`src/rtl/ps2_frame_rx_if.sv`:
```
`default_nettype none
// ============================================================================
// Module   : ps2_frame_rx_if
// Purpose  : PS/2 line inputs and decoded key-event outputs of ps2_frame_rx.
// Revision : 1.0 - initial release
// ============================================================================
interface ps2_frame_rx_if;
  logic       kclk;
  logic       kdata;
  logic [7:0] key_code;
  logic       key_release;
  logic       key_extended;
  logic       key_valid;
  logic       parity_err;
  logic       frame_err;
  logic       rx_busy;

  // master drives the PS/2 lines and consumes key events
  modport master (
    output kclk, kdata,
    input  key_code, key_release, key_extended, key_valid,
    input  parity_err, frame_err, rx_busy
  );

  // slave is the receiver
  modport slave (
    input  kclk, kdata,
    output key_code, key_release, key_extended, key_valid,
    output parity_err, frame_err, rx_busy
  );
endinterface
`default_nettype wire

```
`src/rtl/ps2_frame_rx.sv`:
```
`default_nettype none
// ============================================================================
// Module   : ps2_frame_rx
// Purpose  : PS/2 device-to-host frame receiver with set-2 E0/F0 prefix
//            decoding, parity/framing/timeout error strobes.
// Revision : 1.0 - initial release
// ============================================================================
module ps2_frame_rx #(
  parameter int TIMEOUT_CYCLES = 200000,
  parameter int TO_W           = 18
) (
  input  wire logic     clk,
  input  wire logic     rst_n,
  ps2_frame_rx_if.slave bus
);

  typedef enum logic [0:0] {
    S_IDLE = 1'b0,
    S_RECV = 1'b1
  } state_t;

  localparam logic [TO_W-1:0] C_TO_LAST  = TO_W'(TIMEOUT_CYCLES - 1);
  localparam logic [7:0]      C_EXT_CODE = 8'hE0;
  localparam logic [7:0]      C_BRK_CODE = 8'hF0;

  state_t          r_state;
  logic [3:0]      r_bit_cnt;
  logic [7:0]      r_shreg;
  logic            r_parity;
  logic [TO_W-1:0] r_to_cnt;
  logic            r_ext_pend;
  logic            r_brk_pend;
  logic            r_kclk_q;

  logic [7:0]      r_key_code;
  logic            r_key_release;
  logic            r_key_extended;
  logic            r_key_valid;
  logic            r_parity_err;
  logic            r_frame_err;

  logic            w_fall;
  logic            w_parity_ok;
  logic            w_timeout;

  assign w_fall      = r_kclk_q & ~bus.kclk;
  // odd parity over the eight data bits plus the parity bit
  assign w_parity_ok = ^{r_shreg, r_parity};
  assign w_timeout   = (r_to_cnt == C_TO_LAST);

  always_ff @(posedge clk or negedge rst_n) begin
    if (!rst_n) begin
      r_state        <= S_IDLE;
      r_bit_cnt      <= 4'd0;
      r_shreg        <= 8'd0;
      r_parity       <= 1'b0;
      r_to_cnt       <= '0;
      r_ext_pend     <= 1'b0;
      r_brk_pend     <= 1'b0;
      r_kclk_q       <= 1'b1;
      r_key_code     <= 8'd0;
      r_key_release  <= 1'b0;
      r_key_extended <= 1'b0;
      r_key_valid    <= 1'b0;
      r_parity_err   <= 1'b0;
      r_frame_err    <= 1'b0;
    end else begin
      r_kclk_q     <= bus.kclk;
      r_key_valid  <= 1'b0;
      r_parity_err <= 1'b0;
      r_frame_err  <= 1'b0;

      case (r_state)
        S_IDLE: begin
          if (w_fall && !bus.kdata) begin
            r_state   <= S_RECV;
            r_bit_cnt <= 4'd0;
            r_to_cnt  <= '0;
            r_shreg   <= 8'd0;
          end
        end

        S_RECV: begin
          if (w_fall) begin
            r_to_cnt  <= '0;
            r_bit_cnt <= r_bit_cnt + 4'd1;
            if (r_bit_cnt < 4'd8) begin
              r_shreg[r_bit_cnt[2:0]] <= bus.kdata;
            end else if (r_bit_cnt == 4'd8) begin
              r_parity <= bus.kdata;
            end else begin
              // stop bit: classify the completed frame
              r_state   <= S_IDLE;
              r_bit_cnt <= 4'd0;
              if (!w_parity_ok) begin
                r_parity_err <= 1'b1;
                r_ext_pend   <= 1'b0;
                r_brk_pend   <= 1'b0;
              end else if (!bus.kdata) begin
                r_frame_err  <= 1'b1;
                r_ext_pend   <= 1'b0;
                r_brk_pend   <= 1'b0;
              end else if (r_shreg == C_EXT_CODE) begin
                r_ext_pend   <= 1'b1;
              end else if (r_shreg == C_BRK_CODE) begin
                r_brk_pend   <= 1'b1;
              end else begin
                r_key_valid    <= 1'b1;
                r_key_code     <= r_shreg;
                r_key_release  <= r_brk_pend;
                r_key_extended <= r_ext_pend;
                r_ext_pend     <= 1'b0;
                r_brk_pend     <= 1'b0;
              end
            end
          end else if (w_timeout) begin
            // keyboard stalled mid-frame: drop the partial byte
            r_frame_err <= 1'b1;
            r_state     <= S_IDLE;
            r_bit_cnt   <= 4'd0;
            r_to_cnt    <= '0;
            r_ext_pend  <= 1'b0;
            r_brk_pend  <= 1'b0;
          end else begin
            r_to_cnt <= r_to_cnt + 1'b1;
          end
        end

        default: r_state <= S_IDLE;
      endcase
    end
  end

  assign bus.key_code     = r_key_code;
  assign bus.key_release  = r_key_release;
  assign bus.key_extended = r_key_extended;
  assign bus.key_valid    = r_key_valid;
  assign bus.parity_err   = r_parity_err;
  assign bus.frame_err    = r_frame_err;
  assign bus.rx_busy      = (r_state == S_RECV);

endmodule
`default_nettype wire
```
`src/flat_wrapper.sv`:
```
// flat-port wrapper written by rule: the top's interface ports become plain ports
module ps2_frame_rx_flat 
#(
  parameter int TIMEOUT_CYCLES = 200000,
  parameter int TO_W           = 18
)
  (clk, rst_n, bus_kclk, bus_kdata, bus_key_code, bus_key_release, bus_key_extended, bus_key_valid, bus_parity_err, bus_frame_err, bus_rx_busy);
  ps2_frame_rx_if bus_i ();
  input  wire logic clk;
  input  wire logic rst_n;
  input wire logic [$bits(bus_i.kclk)-1:0] bus_kclk;
  input wire logic [$bits(bus_i.kdata)-1:0] bus_kdata;
  output wire logic [$bits(bus_i.key_code)-1:0] bus_key_code;
  output wire logic [$bits(bus_i.key_release)-1:0] bus_key_release;
  output wire logic [$bits(bus_i.key_extended)-1:0] bus_key_extended;
  output wire logic [$bits(bus_i.key_valid)-1:0] bus_key_valid;
  output wire logic [$bits(bus_i.parity_err)-1:0] bus_parity_err;
  output wire logic [$bits(bus_i.frame_err)-1:0] bus_frame_err;
  output wire logic [$bits(bus_i.rx_busy)-1:0] bus_rx_busy;
  assign bus_i.kclk = bus_kclk;
  assign bus_i.kdata = bus_kdata;
  assign bus_key_code = bus_i.key_code;
  assign bus_key_release = bus_i.key_release;
  assign bus_key_extended = bus_i.key_extended;
  assign bus_key_valid = bus_i.key_valid;
  assign bus_parity_err = bus_i.parity_err;
  assign bus_frame_err = bus_i.frame_err;
  assign bus_rx_busy = bus_i.rx_busy;
  ps2_frame_rx #(.TIMEOUT_CYCLES(TIMEOUT_CYCLES), .TO_W(TO_W)) u_core (.clk(clk), .rst_n(rst_n), .bus(bus_i));
endmodule
```
`config.mk`:
```
export PLATFORM = sky130hd
export DESIGN_NAME = ps2_frame_rx_flat
export DESIGN_NICKNAME = d
export VERILOG_FILES = /design/src/rtl/ps2_frame_rx_if.sv /design/src/rtl/ps2_frame_rx.sv /design/src/flat_wrapper.sv
export SDC_FILE = /design/constraint.sdc
export NUM_CORES = 1
export LEC_CHECK = 0
export ABC_CLOCK_PERIOD_IN_PS = 1900
export CAP_MARGIN = 20
export CELL_PAD_IN_SITES_DETAIL_PLACEMENT = 1
export CELL_PAD_IN_SITES_GLOBAL_PLACEMENT = 2
export CORE_MARGIN = 2
export CORE_UTILIZATION = 30
export DETAILED_ROUTE_END_ITERATION = 12
export GPL_ROUTABILITY_DRIVEN = 0
export PLACE_DENSITY = 0.74
export REMOVE_ABC_BUFFERS = 1
export SLEW_MARGIN = 20
export SYNTH_ARGS = -nofsm -noshare
export SYNTH_HDL_FRONTEND = slang
export SYNTH_SLANG_ARGS = --single-unit
```
`constraint.sdc`:
```
create_clock -name clk -period 1.9 [get_ports clk]
set_input_delay 0.38 -clock clk [delete_from_list [all_inputs] [get_ports clk]]
set_output_delay 0.38 -clock clk [all_outputs]
set_load 0.01 [all_outputs]
```
### After elaboration in Yosys (flattened, before gate mapping)

Index checks and enable logic that the tools add are counted.

| word-level totals | value |
|---|---|
| flip-flop bits (word level) | 48 |
| input port bits | 4 |
| output and inout bits | 14 |
| logic and storage cells | 107 |

| cells by class | value |
|---|---|
| $add $sub $neg | 2 |
| order comparisons | 3 |
| eq/ne operators | 12 |
| muxes and demuxes | 58 |
| bitwise gates (word level) | 7 |
| reduce and logical (&&, ||, !) cells | 11 |

Operators by type and width:

| kind | count |
|---|---|
| 18-bit 2-to-1 mux | 3 |
| 1-bit 2-to-1 mux | 41 |
| 18-bit case mux with 2 select lines | 1 |
| 8-bit 2-to-1 mux | 3 |
| 4-bit 2-to-1 mux | 5 |
| 18-bit by 1-bit adder with 18-bit output (second input constant) | 1 |
| 18-bit == test (second input constant) | 1 |
| 8-bit == test (second input constant) | 2 |
| 8-bit case mux with 2 select lines | 1 |
| 5-bit AND reduction | 2 |
| 9-bit parity | 1 |
| 8-bit bitwise mux | 1 |
| 2-bit != test (second input constant) | 4 |
| 4-bit case mux with 2 select lines | 1 |
| 8-bit AND reduction | 1 |
| 1-bit inverter | 6 |
| 5-bit != test (second input constant) | 1 |
| 4-bit by 1-bit adder with 4-bit output (second input constant) | 1 |
| 4-bit == test (second input constant) | 1 |
| 3-bit by 4-bit less-than comparator with 1-bit output (second input constant) | 1 |
| 4-bit less-than comparator (second input constant) | 1 |
| 4-bit != test (second input constant) | 1 |
| 4-bit AND reduction | 1 |
| 1-bit demux with 3-bit select | 1 |
| other kinds (10) | 11 |

### Logic depth before layout (Yosys ltp)

| depth | value |
|---|---|
| word-level depth | 9 |
| mapped depth | 9 |
| gate-level depth less buffers | 7 |

### Worst setup path after synthesis

OpenSTA, ideal clock, no wires.

| timing path | value |
|---|---|
| kind | register -> register |
| start | register u_core.r_to_cnt[0] |
| end | register u_core.r_to_cnt[14] |
| library setup time | 118 ps |
| arrival | 1,932 ps |
| required time | 1,782 ps |
| path slack | -150 ps |
| stages on the path, launching flop included | 8 |
| path buffers | 1 |
| clock period less this slack | 2,050 ps |
| cell sequence | dfrtp_1 ha_1 nand3_1 or4_4 o21ai_2 buf_4 o21ai_1 a21o_1 |

| on the way | value |
|---|---|
| cells in the longest elaborated chain, start to end | 4 |
| elaborated cells on any way between the ends | 5 |
| those cells by class | 1 x add/sub; 1 x eq/ne; 3 x mux |

RTL lines:

| item | line | text |
|---|---|---|
| from (decl) | ps2_frame_rx.sv:30 | `logic [TO_W-1:0] r_to_cnt;` |
| from (signal assigned) | ps2_frame_rx.sv:125 | `r_to_cnt <= r_to_cnt + 1'b1;` |
| 18-bit by 1-bit adder with 18-bit output / 18-bit == test (equally long branches) | ps2_frame_rx.sv:125, ps2_frame_rx.sv:49 |  |
| 18-bit 2-to-1 mux * | ps2_frame_rx.sv:116 | `end else if (w_timeout) begin` |
| 18-bit 2-to-1 mux * | ps2_frame_rx.sv:84 | `if (w_fall) begin` |
| 18-bit case mux with 2 select lines * | ps2_frame_rx.sv:73 | `case (r_state)` |

Mark *: on every way between the ends. The rest lies on a longest branch, timed or not.
A chain may end at the register's enable or synchronous reset.

### Worst setup path after layout

| timing path | value |
|---|---|
| start | register u_core.r_to_cnt[15] |
| end | register u_core.r_to_cnt[3] |

| on the way | value |
|---|---|
| cells in the longest elaborated chain, start to end | 4 |

RTL lines:

| item | line | text |
|---|---|---|
| 18-bit == test | ps2_frame_rx.sv:49 | `assign w_timeout = (r_to_cnt == C_TO_LAST);` |
| 18-bit 2-to-1 mux | ps2_frame_rx.sv:116 |  |
| 18-bit 2-to-1 mux | ps2_frame_rx.sv:84 |  |
| 18-bit case mux with 2 select lines | ps2_frame_rx.sv:73 |  |

Every way passes these cells.

==> flow_summary_export.csv <==
group,metric,value,unit
floorplan,placementRows,33,
drt,routed_via_density,5.147,
worst_setup_path,start_kind,"flop",
sta,drv_slew,0,
worst_setup_path,path_max_fanout,7,
sta,clock_skew,0.006564,ns
cells_and_area,final_nets,329,
cells_and_area,syn2layout_area_growth,33.27,%
synthesis,syn_avg_cell_area,10.13,um2
clocking,cts_buffers,5,
synthesis,async_flop_share,1.000,
pwr,p_leak,0.001541,uW
clocking,htree_levels,2,
worst_setup_path,crit_family,"simple AND/OR/NAND/NOR gates",
floorplan,start_util,0.3113,
floorplan,die_h,96.81,um
drt,num_vias,2203,
clocking,cts-root-buf,"clkbuf_8",
cells_and_area,diodes,0,
cells_and_area,fin_area,3443,um2
worst_setup_path,reg2reg_depth,6,
global_route,grt_use_total,0.1507,
sta,fin_crit_sh,1.031,
worst_setup_path,max_stage_delay,0.47,ns
synthesis,synth_edf_count,0,
pwr,max-vdd-ir-drop,0.0003594,V
cells_and_area,final_common_cell,"buf_4",
clocking,postCtsHoldBufs,0,
worst_setup_path,end_kind,"flop",
placed_design,dp_worst_setup_slack,-0.3043,ns
global_route,antenna_found_initial,0,
global_route,grt_max_degree,28,
cells_and_area,final_cell_mix,"buf_4 (49), dfrtp_1 (47), nand2_1 (24), o21ai_0 (19), clkdlybuf4s50_1 (16)",
cells_and_area,layout-drive-gt1-share,0.2663,
synthesis,synthFlopType,"dfrtp_1",
pwr,pwr_density_cell,1141,nW/um2
worst_hold_path,hp-class,"primary input to async pin",
sta,hold_slack,0.09579,ns
worst_setup_path,worstSetupPathType,"flop to flop",
clocking,tritoncts,"done",
synthesis,synth-seq-cells,48,
cells_and_area,utilization,0.4149,
outcome,outcome,"complete, but fails checks",
synthesis,synth_warnings,0,
sta,fmax,510.5,MHz
synthesis,synthCells,255,
sta,setup_slack,-0.05879,ns
floorplan,ios,18,
worst_setup_path,reg2reg_slack,-0.06,ns
placed_design,io_buffers,17,
clocking,cts_num_sinks,48,
sta,setup_viol,18,
sta,period_needed,1.959,ns
floorplan,core_area,8299,um2
run,maxCapViolCount,0,
worst_setup_path,cp.required,2.10,ns
clocking,insertion_delay,0.30,ns
clocking,clk_pin_slew,0.10,ns
placed_design,hpwl,5138,um
sta,hold_viol_final,0,
placed_design,place_area,3212,um2
synthesis,yosysUniqueCellTypes,54,
clocking,clock_path_buffers,2,
global_route,grt_pass1_wl,11550,um
worst_setup_path,arrival,2.16,ns
sta,worst_slew_pin_slew,0.6712,ns
worst_setup_path,cp.depth,6,
outcome,violations,"negative setup slack",
sta,max_slew_margin,0.5525,
worst_setup_path,cpMaxStageDelayCell,"or4_4",
drt,drcViolationCount,0,
floorplan,die_width,96.81,um
drt,dr.first_iter.drc_count,100,
synthesis,yosysSeqAreaShare,0.4654,
worst_setup_path,r2r-start,"u_core.r_to_cnt[15]$_DFFE_PN0N_",
drt,firstDrtPassIters,4,
drt,final_antenna_net_count,0,
global_route,grt_pass1_vias,2218,
synthesis,syn_area,2584,um2
drt,wl_per_cell,16.19,um
floorplan,die_area,9371,um2
worst_setup_path,path_buf_inv,1,
worst_setup_path,path_cells,"or3_4, or4_4, o21ai_4, buf_6, o21ai_1, a22o_1",
global_route,grt-ovfl-total,0,
drt,wl,6929,um
worst_setup_path,r2r-end,"u_core.r_to_cnt[3]$_DFFE_PN0N_",
sta,rsz0062_at_grt,"true",
## where the power goes
part / internal, uW / total, uW / switching (uW)
combinational: 948 / 1780 / 831
clock: 431 / 798 / 367
sequential: 1210 / 1350 / 142
## through the flow
| stage | power [uW] | std cells | TNS [ns] |
|---|---|---|---|
| global route | 4217 | 428 | -2.490 |
| global placement | 3011 | 414 | -3.165 |
| CTS | 3916 | 426 | -1.298 |
| detailed placement | 3056 | 414 | -4.281 |
| floorplan | 2278 | 244 | -2.564 |
| finish | 3927 | 428 | -0.6345 |
## area by class of cell
| cell class | instances | area, um2 |
|---|---|---|
| fill | 951 | 4856 |
| multi-input combinational | 188 | 1359 |
| sequential | 48 | 1202 |
| timing repair buffer | 70 | 595.6 |
| tap | 105 | 131.4 |
| clock buffer | 6 | 82.58 |
| clock inverter | 2 | 38.79 |
| inverter | 9 | 33.78 |
## synthesized netlist by cell type, types with 3 or more instances
cell type,count,area share
clkbuf_1,8,0.012
nor4_1,6,0.015
xnor2_1,4,0.014
nor3_1,9,0.017
a22o_1,10,0.034
nand2b_1,7,0.017
nand2_1,24,0.035
nor2b_1,4,0.0097
o21ai_0,26,0.050
nand4_1,4,0.0097
inv_1,9,0.013
nor2_1,9,0.013
and2_1,4,0.0097
mux2_4,7,0.041
mux2_2,3,0.013
nand3_1,10,0.019
o31a_1,3,0.010
a21oi_1,8,0.015
and3_1,3,0.0073
dfrtp_1,47,0.46
a21o_1,4,0.012
ha_1,3,0.015
## worst max path at each step
stage,to,startpoint,slack [ns]
final,u_core.r_to_cnt[3]$_DFFE_PN0N_,u_core.r_to_cnt[15]$_DFFE_PN0N_,-0.06
after global routing,u_core.r_to_cnt[14]$_DFFE_PN0N_,u_core.r_to_cnt[15]$_DFFE_PN0N_,-0.13
after CTS,u_core.r_to_cnt[3]$_DFFE_PN0N_,u_core.r_to_cnt[15]$_DFFE_PN0N_,-0.09
after detailed placement,u_core.bus.key_extended$_DFFE_PN0P_,bus_kclk,-0.30
after global placement,u_core.bus.key_code[5]$_DFFE_PN0P_,bus_kclk,-0.24
after floorplan,u_core.r_to_cnt[13]$_DFFE_PN0N_,u_core.r_to_cnt[0]$_DFFE_PN0N_,-0.20
## timing repair
action | in CTS | in global routing
setup endpoints to repair | 27 | 34
pin swaps | 5 | 8
resized for setup | 7 | 12
buffers inserted | 3 | 2
cloned | 1 | 0
## registers in the layout (all words and copies together) (netlist names), 4 cells and up
signal and flops:
u_core.r_to_cnt 18, u_core.bus.key_code 8, u_core.r_shreg 8, u_core.r_bit_cnt 4
## metal layers
metal  wire, um  share of wire  vias up  GRT usage
li1           -              -     1069          -
met3        178          0.026        5    0.02601
met4         70          0.010        0    0.03575
met5          0              0        -          0
met1       3323           0.48     1101     0.2142
met2       3356           0.48       28     0.2399
## cell families after synthesis
family | synth area share
xor gates and xnor gates | 0.03825
buffers and inverters | 0.03390
DFF | 0.4654
adders and majority gates | 0.01453
muxes | 0.06634
AOI/OAI and AO/OA | 0.1797
and+or+nand+nor | 0.2019
No activity file was read; power rests on OpenSTA's default activity.
